--- config.mk ---
export PLATFORM = sky130hd
export DESIGN_NAME = seq_pattern_detector
export DESIGN_NICKNAME = d
export VERILOG_FILES = /design/src/rtl/pd_pkg.sv /design/src/rtl/pd_match_counter.sv /design/src/rtl/seq_pattern_detector.sv
export SDC_FILE = /design/constraint.sdc
export NUM_CORES = 1
export LEC_CHECK = 0
export CORE_ASPECT_RATIO = 1.25
export CORE_MARGIN = 3
export CORE_UTILIZATION = 56
export DETAILED_ROUTE_END_ITERATION = 7
export PLACE_DENSITY = 0.75
export SYNTH_ARGS = -nofsm -noshare
export SYNTH_HDL_FRONTEND = slang
export SYNTH_SLANG_ARGS = --single-unit
--- constraint.sdc ---
create_clock -name clk -period 2.7 [get_ports clk]
set_input_delay 0.405 -clock clk [delete_from_list [all_inputs] [get_ports clk]]
set_output_delay 0.405 -clock clk [all_outputs]
set_load 0.1 [all_outputs]
--- src/rtl/pd_pkg.sv ---
// Shared defaults, fill-state encoding and the saturating-increment helper
// for the sequence pattern detector.
package pd_pkg;

   localparam int          DEF_DIGIT_W  = 4;
   localparam int          DEF_PAT_LEN  = 4;
   localparam int          DEF_NUM_PAT  = 2;
   localparam int          DEF_CNT_W    = 8;
   // p0 = 0,5,3,1 and p1 = 0,6,1,9, oldest digit in the low nibble
   localparam logic [31:0] DEF_PAT_INIT = 32'h9160_1350;

   // History fill level: nothing, partial, or a complete comparison window
   typedef enum logic [1:0] {
      FILL_EMPTY   = 2'd0,
      FILL_FILLING = 2'd1,
      FILL_FULL    = 2'd2
   } fill_state_t;

   // Increment that sticks at max_val instead of wrapping
   function automatic logic [31:0] sat_inc(input logic [31:0] val, input logic [31:0] max_val);
      return (val >= max_val) ? max_val : val + 32'd1;
   endfunction

endpackage

--- src/rtl/pd_match_counter.sv ---
// Saturating per-pattern match counter. clr takes priority over inc.
module pd_match_counter
   import pd_pkg::*;
#(
   parameter int CNT_W = DEF_CNT_W
) (
   input  logic             clk,
   input  logic             reset_n,
   input  logic             inc,
   input  logic             clr,
   output logic [CNT_W-1:0] cnt
);

   localparam logic [31:0] CNT_MAX = 32'((64'd1 << CNT_W) - 64'd1);

   logic [CNT_W-1:0] cnt_q;
   logic [CNT_W-1:0] cnt_d;

   // Next count: flush, saturating increment, or hold
   always_comb begin
      cnt_d = cnt_q;
      if (clr) begin
         cnt_d = '0;
      end else if (inc) begin
         cnt_d = CNT_W'(sat_inc(32'(cnt_q), CNT_MAX));
      end
   end

   // Counter register
   always_ff @(posedge clk or negedge reset_n) begin
      if (!reset_n) cnt_q <= '0;
      else          cnt_q <= cnt_d;
   end

   assign cnt = cnt_q;

endmodule

--- src/rtl/seq_pattern_detector.sv ---
// Multi-pattern detector on a digit stream: the last PAT_LEN accepted digits
// are compared against NUM_PAT programmable patterns, overlapping matches
// included. Optional feature macro: PD_WILDCARD_EN (per-position care bits).
//
// Handshake: there is no back-pressure. A digit is consumed in every cycle
// where enable=1 and sync_clr=0; match/match_cnt report it one cycle later.
module seq_pattern_detector
   import pd_pkg::*;
#(
   parameter int DIGIT_W = DEF_DIGIT_W,
   parameter int PAT_LEN = DEF_PAT_LEN,
   parameter int NUM_PAT = DEF_NUM_PAT,
   parameter int CNT_W   = DEF_CNT_W,
   parameter logic [NUM_PAT*PAT_LEN*DIGIT_W-1:0] PAT_INIT = DEF_PAT_INIT,
   localparam int SEL_W  = (NUM_PAT > 1) ? $clog2(NUM_PAT) : 1,
   localparam int POS_W  = (PAT_LEN > 1) ? $clog2(PAT_LEN) : 1
) (
   input  logic                     clk,
   input  logic                     reset_n,
   input  logic                     enable,
   input  logic [DIGIT_W-1:0]       din,
   input  logic                     sync_clr,
   input  logic                     cfg_we,
   input  logic [SEL_W-1:0]         cfg_sel,
   input  logic [POS_W-1:0]         cfg_pos,
   input  logic [DIGIT_W-1:0]       cfg_digit,
`ifdef PD_WILDCARD_EN
   input  logic                     cfg_care,
`endif
   output logic [NUM_PAT-1:0]       match,
   output logic                     any_match,
   output logic [NUM_PAT*CNT_W-1:0] match_cnt,
   output fill_state_t              fill_state
);

   localparam int                FILL_W   = $clog2(PAT_LEN + 1);
   localparam logic [FILL_W-1:0] FILL_MAX = FILL_W'(PAT_LEN);

   // Index 0 is the oldest digit, PAT_LEN-1 the newest
   logic [PAT_LEN-1:0][DIGIT_W-1:0]              hist_q, hist_d, win;
   logic [NUM_PAT-1:0][PAT_LEN-1:0][DIGIT_W-1:0] pat_q, pat_d;
`ifdef PD_WILDCARD_EN
   logic [NUM_PAT-1:0][PAT_LEN-1:0]              care_q, care_d;
`endif
   logic [FILL_W-1:0]  fill_q, fill_d;
   fill_state_t        state_q, state_d;
   logic [NUM_PAT-1:0] match_q, match_d;
   logic               accept;
   logic               cfg_hit;

   assign accept  = enable & ~sync_clr;
   assign cfg_hit = cfg_we && (int'(cfg_sel) < NUM_PAT) && (int'(cfg_pos) < PAT_LEN);

   // Fill FSM: counts accepted digits up to a full window; sync_clr empties it
   always_comb begin
      state_d = state_q;
      fill_d  = fill_q;
      if (sync_clr) begin
         fill_d  = '0;
         state_d = FILL_EMPTY;
      end else if (accept && (fill_q != FILL_MAX)) begin
         fill_d  = fill_q + 1'b1;
         state_d = (fill_q + 1'b1 == FILL_MAX) ? FILL_FULL : FILL_FILLING;
      end
   end

   // History shift and comparison against the pre-write pattern values
   always_comb begin
      for (int k = 0; k < PAT_LEN - 1; k++) win[k] = hist_q[k+1];
      win[PAT_LEN-1] = din;
      hist_d  = hist_q;
      match_d = '0;
      if (sync_clr) begin
         hist_d = '0;
      end else if (accept) begin
         hist_d = win;
         if (fill_d == FILL_MAX) begin
            for (int p = 0; p < NUM_PAT; p++) begin
               match_d[p] = 1'b1;
               for (int k = 0; k < PAT_LEN; k++) begin
`ifdef PD_WILDCARD_EN
                  if (care_q[p][k] && (win[k] != pat_q[p][k])) match_d[p] = 1'b0;
`else
                  if (win[k] != pat_q[p][k]) match_d[p] = 1'b0;
`endif
               end
            end
         end
      end
   end

   // Pattern (and care) configuration writes; out-of-range indices are dropped
   always_comb begin
      pat_d = pat_q;
`ifdef PD_WILDCARD_EN
      care_d = care_q;
`endif
      if (cfg_hit) begin
         pat_d[cfg_sel][cfg_pos] = cfg_digit;
`ifdef PD_WILDCARD_EN
         care_d[cfg_sel][cfg_pos] = cfg_care;
`endif
      end
   end

   // State registers
   always_ff @(posedge clk or negedge reset_n) begin
      if (!reset_n) begin
         hist_q  <= '0;
         fill_q  <= '0;
         state_q <= FILL_EMPTY;
         match_q <= '0;
         pat_q   <= PAT_INIT;
`ifdef PD_WILDCARD_EN
         care_q  <= '1;
`endif
      end else begin
         hist_q  <= hist_d;
         fill_q  <= fill_d;
         state_q <= state_d;
         match_q <= match_d;
         pat_q   <= pat_d;
`ifdef PD_WILDCARD_EN
         care_q  <= care_d;
`endif
      end
   end

   // Counters step on the same edge that raises the match pulse
   for (genvar p = 0; p < NUM_PAT; p++) begin : g_cnt
      pd_match_counter #(.CNT_W(CNT_W)) u_cnt (
         .clk     (clk),
         .reset_n (reset_n),
         .inc     (match_d[p]),
         .clr     (sync_clr),
         .cnt     (match_cnt[p*CNT_W +: CNT_W])
      );
   end

   assign match      = match_q;
   assign any_match  = |match_q;
   assign fill_state = state_q;

endmodule

== After elaboration in Yosys (flattened, before gate mapping) ==
Index checks and enable logic that the tools add are counted.
Storage, ports and cells
  register bits after elaboration: 67
  output and inout port bits: 21
  logic and storage cells: 75
  bits of input ports: 16
Operators by class
  reductions and logical operators: 8
  eq/ne operators: 11
  order comparisons: 6
  $add $sub $neg: 3
  bitwise gates (word level): 2
  multiplexer cells: 29
Operators with widths (number)
  two-way mux 16 bit: 3
  two-way mux 8 bit: 6
  bitwise mux 32 bit: 1
  != test 4 bit: 8
  adder 8 x 1 -> 8 bit (second input constant): 2
  demux 16 bit (select 1 bit): 1
  greater-or-equal comparator 8 bit (second input constant): 2
  two-way mux 2 bit: 6
  demux 4 bit (select 2 bit): 1
  two-way mux 1 bit: 8
  nonzero test 2 bit: 4
  == test 3 bit (second input constant): 2
  two-way mux 3 bit: 2
  two-way mux 4 bit: 1
  adder 3 x 1 -> 3 bit (second input constant): 1
  logical AND 1 bit: 3
  less-than comparator 2 x 3 -> 1 bit (second input constant): 1
  != test 3 bit (second input constant): 1
  greater-or-equal comparator 2 x 1 -> 1 bit (second input constant): 1
  less-than comparator 1 x 2 -> 1 bit (second input constant): 1
  OR reduction 2 bit: 1
  AND 1 bit: 1
  greater-or-equal comparator 1 bit (second input constant): 1
  inverter 1 bit: 1

== Depth between registers and ports, before layout ==
  depth in word-level cells: 11
  gate-level depth with buffers: 9
  depth with buffers taken out: 7

== Cells and area by module ==
A second synthesis with hierarchy kept.
Second synthesis, totals
  cells, all modules: 273
  area, all modules: 3320.7 um^2
Modules (own cells, without submodules)
  seq_pattern_detector: times used 1, area each 2452.4 um^2, cells each 193, sequential area each 1288.7 um^2
  pd_match_counter: times used 2, area each 434.2 um^2, cells each 40, sequential area each 200.2 um^2

== Least setup slack after synthesis ==
OpenSTA, ideal clock, no wires.
  path type: reg-to-reg
  start point: register g_cnt[1].u_cnt.cnt_q[0]
  end point: register g_cnt[1].u_cnt.cnt_q[5]
  cell stages (with the launch flop): 7
  arrival time: 2.238 ns
  data required time: 2.596 ns
  clock period less this slack: 2.342 ns
  path buffers: 0
  setup time: 0.104 ns
  path slack: 0.358 ns
  cell sequence: dfrtp_1 ha_1 and3_1 nand2_1 or2_2 and3_1 a221oi_1
Between the ends
  word-level cells in the longest chain between the ends: 4
  elaborated cells between the ends (all ways): 5
  classes of those cells: add/sub: 1; order compare: 1; mux: 3
RTL lines
  start, declared: RTL line pd_match_counter.sv:16  | logic [CNT_W-1:0] cnt_q;
  start signal, assigned: RTL line pd_match_counter.sv:32  | else cnt_q <= cnt_d;
  adder 8 x 1 -> 8 bit / greater-or-equal comparator 8 bit (equally long branches): RTL line pd_pkg.sv:21  | return (val >= max_val) ? max_val : val + 32'd1;
  two-way mux 8 bit (*): RTL line pd_pkg.sv:21
  two-way mux 8 bit (*): RTL line pd_match_counter.sv:24  | end else if (inc) begin
  two-way mux 8 bit (*): RTL line pd_match_counter.sv:22  | if (clr) begin
Every way passes the cells marked *; elsewhere a longest branch is shown, timed or not. The select of a mux whose other input is x is not followed.
A chain may end at the register's enable or synchronous reset.

== Worst setup path after layout ==
  start point: register fill_q[0]
  end point: register g_cnt[0].u_cnt.cnt_q[2]
Between the ends
  word-level cells in the longest chain between the ends: 9
  elaborated cells between the ends (all ways): 10
  classes of those cells: add/sub: 1; eq/ne: 2; mux: 5; reduce/logical: 2
RTL lines
  start, declared: RTL line seq_pattern_detector.sv:45  | logic [FILL_W-1:0] fill_q, fill_d;
  start signal, assigned: RTL line seq_pattern_detector.sv:119  | fill_q <= fill_d;
  parallel branches: the longest is 2 deep, another holds adder 3 x 1 -> 3 bit
  two-way mux 3 bit (*): RTL line seq_pattern_detector.sv:61  | end else if (accept && (fill_q != FILL_MAX)) begin
  two-way mux 3 bit (*): RTL line seq_pattern_detector.sv:58  | if (sync_clr) begin
  == test 3 bit (*): RTL line seq_pattern_detector.sv:77  | if (fill_d == FILL_MAX) begin
  two-way mux 2 bit (*): RTL line seq_pattern_detector.sv:77
  two-way mux 2 bit (*): RTL line seq_pattern_detector.sv:75  | end else if (accept) begin
  two-way mux 2 bit (*): RTL line seq_pattern_detector.sv:73  | if (sync_clr) begin
  nonzero test 2 bit (no source line) (*)
  end signal, assigned: RTL line pd_match_counter.sv:32
  end, declared: RTL line pd_match_counter.sv:16
Every way passes the cells marked *.

==> results.yml <==
logic_synthesis:
  async_flop_share_pct: 100
  synth.distinct_cells: 46
  syn_inst: 280
  synth_seq_cells: 67
  avgSynthCellArea_sq_um: 12.1
  ys_warn_count: 0
  synthFlopType: "dfrtp_1"
  syn_area_sq_um: 3380
  synth_nets: 301
  synth_edf_count: 0
  synth_seq_area_share_pct: 50.0
hold_path:
  hold_path.class: "in2async"
global_routing:
  antenna_found_initial: 0
  grt_usage_pct: 20.9
  overflow: 0
  grt_pass1_wl_um: 10800
  grt_pass1_vias: 2239
  grt_max_degree: 37
route:
  drt_wl_total_um: 6810
  drt_pass1_iterations: 5
  viasPerCell: 5.90
  drtIter0Drc: 88
  vias: 2330
  postRouteAntennaNets: 0
  wl_per_cell_um: 17.2
  drcViolationCount: 0
placement:
  placed_cells: 379
  pre_cts_ws_ns: 0.294
  place_area_sq_um: 3770
  gp_congestion: 0.867
  port_buffers: 36
  place_hpwl_um: 4870
sta:
  setup_viol: 0
  slew_headroom_pct: 45.5
  fin_setup_tns_ns: 0
  fmax_ghz: 0.423
  period_share_pct: 87.6
  setup_ws_ns: 0.335
  hold_violations: 0
  rsz0062_at_grt: "no"
  final.min_clock_period_ns: 2.37
  worstMarginPinSlew_ns: 0.812
  final_max_slew_viol_count: 0
  clock_skew_ns: 0.00947
run_status:
  status: "finished clean"
cells_and_area:
  diodes: 0
  nNetsFinal: 345
  fill_cells: 436
  synthToLayoutAreaGrowth_pct: 18.2
  final_cell_mix: "dfrtp_1, xnor2_1, mux2_2"
  drive_above_1_share_pct: 29.2
  postLayoutCellArea_sq_um: 4000
  layout_commonest_cell: "dfrtp_1"
  final_cell_count_no_fill: 395
die:
  io_pins: 37
  core-area_sq_um: 5820
  start_util_pct: 58.1
  die_area_sq_um: 7010
  die_h_um: 92.9
  die_w_um: 75.5
  num_rows: 31
setup_path:
  end_kind: "flip-flop"
  cp.arrival_ns: 2.56
  startpoint_type: "flip-flop"
  crit_fanout: 9
  path_class: "reg2reg"
  crit_required_ns: 2.89
cts:
  clk_pin_slew_ns: 0.07
  cts_hold_buffers: 0
  post_cts_buffers: 0
  clk_path_buf_depth: 2
  clk_root_buffer_cell: "clkbuf_8"
  htreeDepth: 3
  cts_tree: "yes"
  cts_inserted_buffers: 9
  clock-sinks: 67
  cts.repair.resized: 0
  clock_latency_ns: 0.34
power_and_ir_drop:
  ir_drop_mv: 0.470
  p_leak_nw: 1.73
  power.density_nw_per_um2: 637
job:
  maxCapViolCount: 0
==> where the power goes <==
group / switching (mW) / internal (mW) / leakage [nW] / total, mW
registers: 0.0909 / 1.14 / 0.851 / 1.24
clock network: 0.365 / 0.566 / 0.119 / 0.930
logic: 0.168 / 0.211 / 0.757 / 0.379
total: 0.624 / 1.92 / 1.73 / 2.54
==> metrics by stage <==
stage	total power [mW]	hold WS (ns)	util, %
after floorplan	1.51	0.109	-
after global placement	1.62	0.492	64.8
after detailed placement	1.64	0.498	64.8
after CTS	2.57	0.131	68.7
after global routing	2.67	0.147	68.7
final	2.54	0.114	68.7
==> cell families (layout without fill, tap and decap cells) <==
logic type | Yosys count | in the layout | synth area share [%]
XOR/XNOR | 34 | 34 | 8.81
adder cells (fa/ha/maj) | 5 | 5 | 1.85
flip-flops | 67 | 67 | 50.0
multiplexers | 45 | 45 | 14.5
buffers and inverters | 16 | 65 | 2.48
AND/OR/NAND/NOR | 76 | 76 | 13.7
AO/OA/AOI/OAI | 37 | 37 | 8.70
==> synthesized netlist by cell type (all sizes together), types with 2 or more instances <==
library cell  number  area [sq um]
dfrtp             57          1430
xnor2             33           289
mux2              32           360
nor2              18          67.6
mux2i             13           130
a31oi             12          75.1
and3              10          62.6
dfstp             10           263
nand4              9          56.3
a211oi             7          77.6
buf                6          46.3
inv                6          22.5
nand2              6          22.5
and2               5          31.3
ha                 5          62.6
nand3              5          30.0
a21oi              4          20.0
a22oi              4          30.0
clkbuf             4          15.0
nor3               4          20.0
a311oi             3          32.5
a41oi              3          26.3
nand2b             3          18.8
nand4b             3          26.3
nor4               3          48.8
and4b              2          20.0
nor3b              2          15.0
or2                2          12.5
==> routing by layer <==
layer / part of all wire, % / global-route usage (%) / vias up / routed length (um)
met2: 49 / 31.9 / 69 / 3320
met4: 2.7 / 10.1 / 0 / 184
met5: 0 / 0 / - / 0
met1: 43 / 26.9 / 1131 / 2950
met3: 5.1 / 5.86 / 17 / 350
li1: - / - / 1113 / -
==> critical path: stages, from the launching register on <==
cell,delay (ns)
dfrtp_1,0.46
inv_1,0.07
ha_1,0.23
or3b_1,0.37
a31oi_1,0.16
and4_1,0.36
and2_1,0.42
a311oi_1,0.16
==> sequential cells by signal (all words and copies together) (netlist names) <==
name / flops
fill_q: 3
fill_state: 2
g_cnt.u_cnt.cnt: 16
hist_q: 12
match: 2
pat_q: 32
==> area by class of cell <==
class | count | area, sq um | share of cell area [%]
Sequential cell | 67 | 1690 | 42.3
Clock inverter | 5 | 75.1 | 1.88
Timing Repair Buffer | 43 | 368 | 9.21
Inverter | 6 | 22.5 | 0.564
Tap cell | 66 | 82.6 | 2.07
Clock buffer | 11 | 151 | 3.79
Multi-Input combinational cell | 197 | 1610 | 40.2
==> worst paths after layout <==
path,from,endpoint,slack (ns),cells past startpoint
setup / recovery,fill_q[0],g_cnt[0].u_cnt.cnt[2],0.33,7
setup reg to reg,fill_q[0],g_cnt[0].u_cnt.cnt[2],0.33,7
min in group clk,pat_q[16],pat_q[16],0.51,1
hold / removal,reset_n,fill_state[1],0.11,1
max in group asynchronous,reset_n,pat_q[4],1.87,2
hold reg to reg,pat_q[16],pat_q[16],0.51,1
Power figures use the tool's default switching activity.
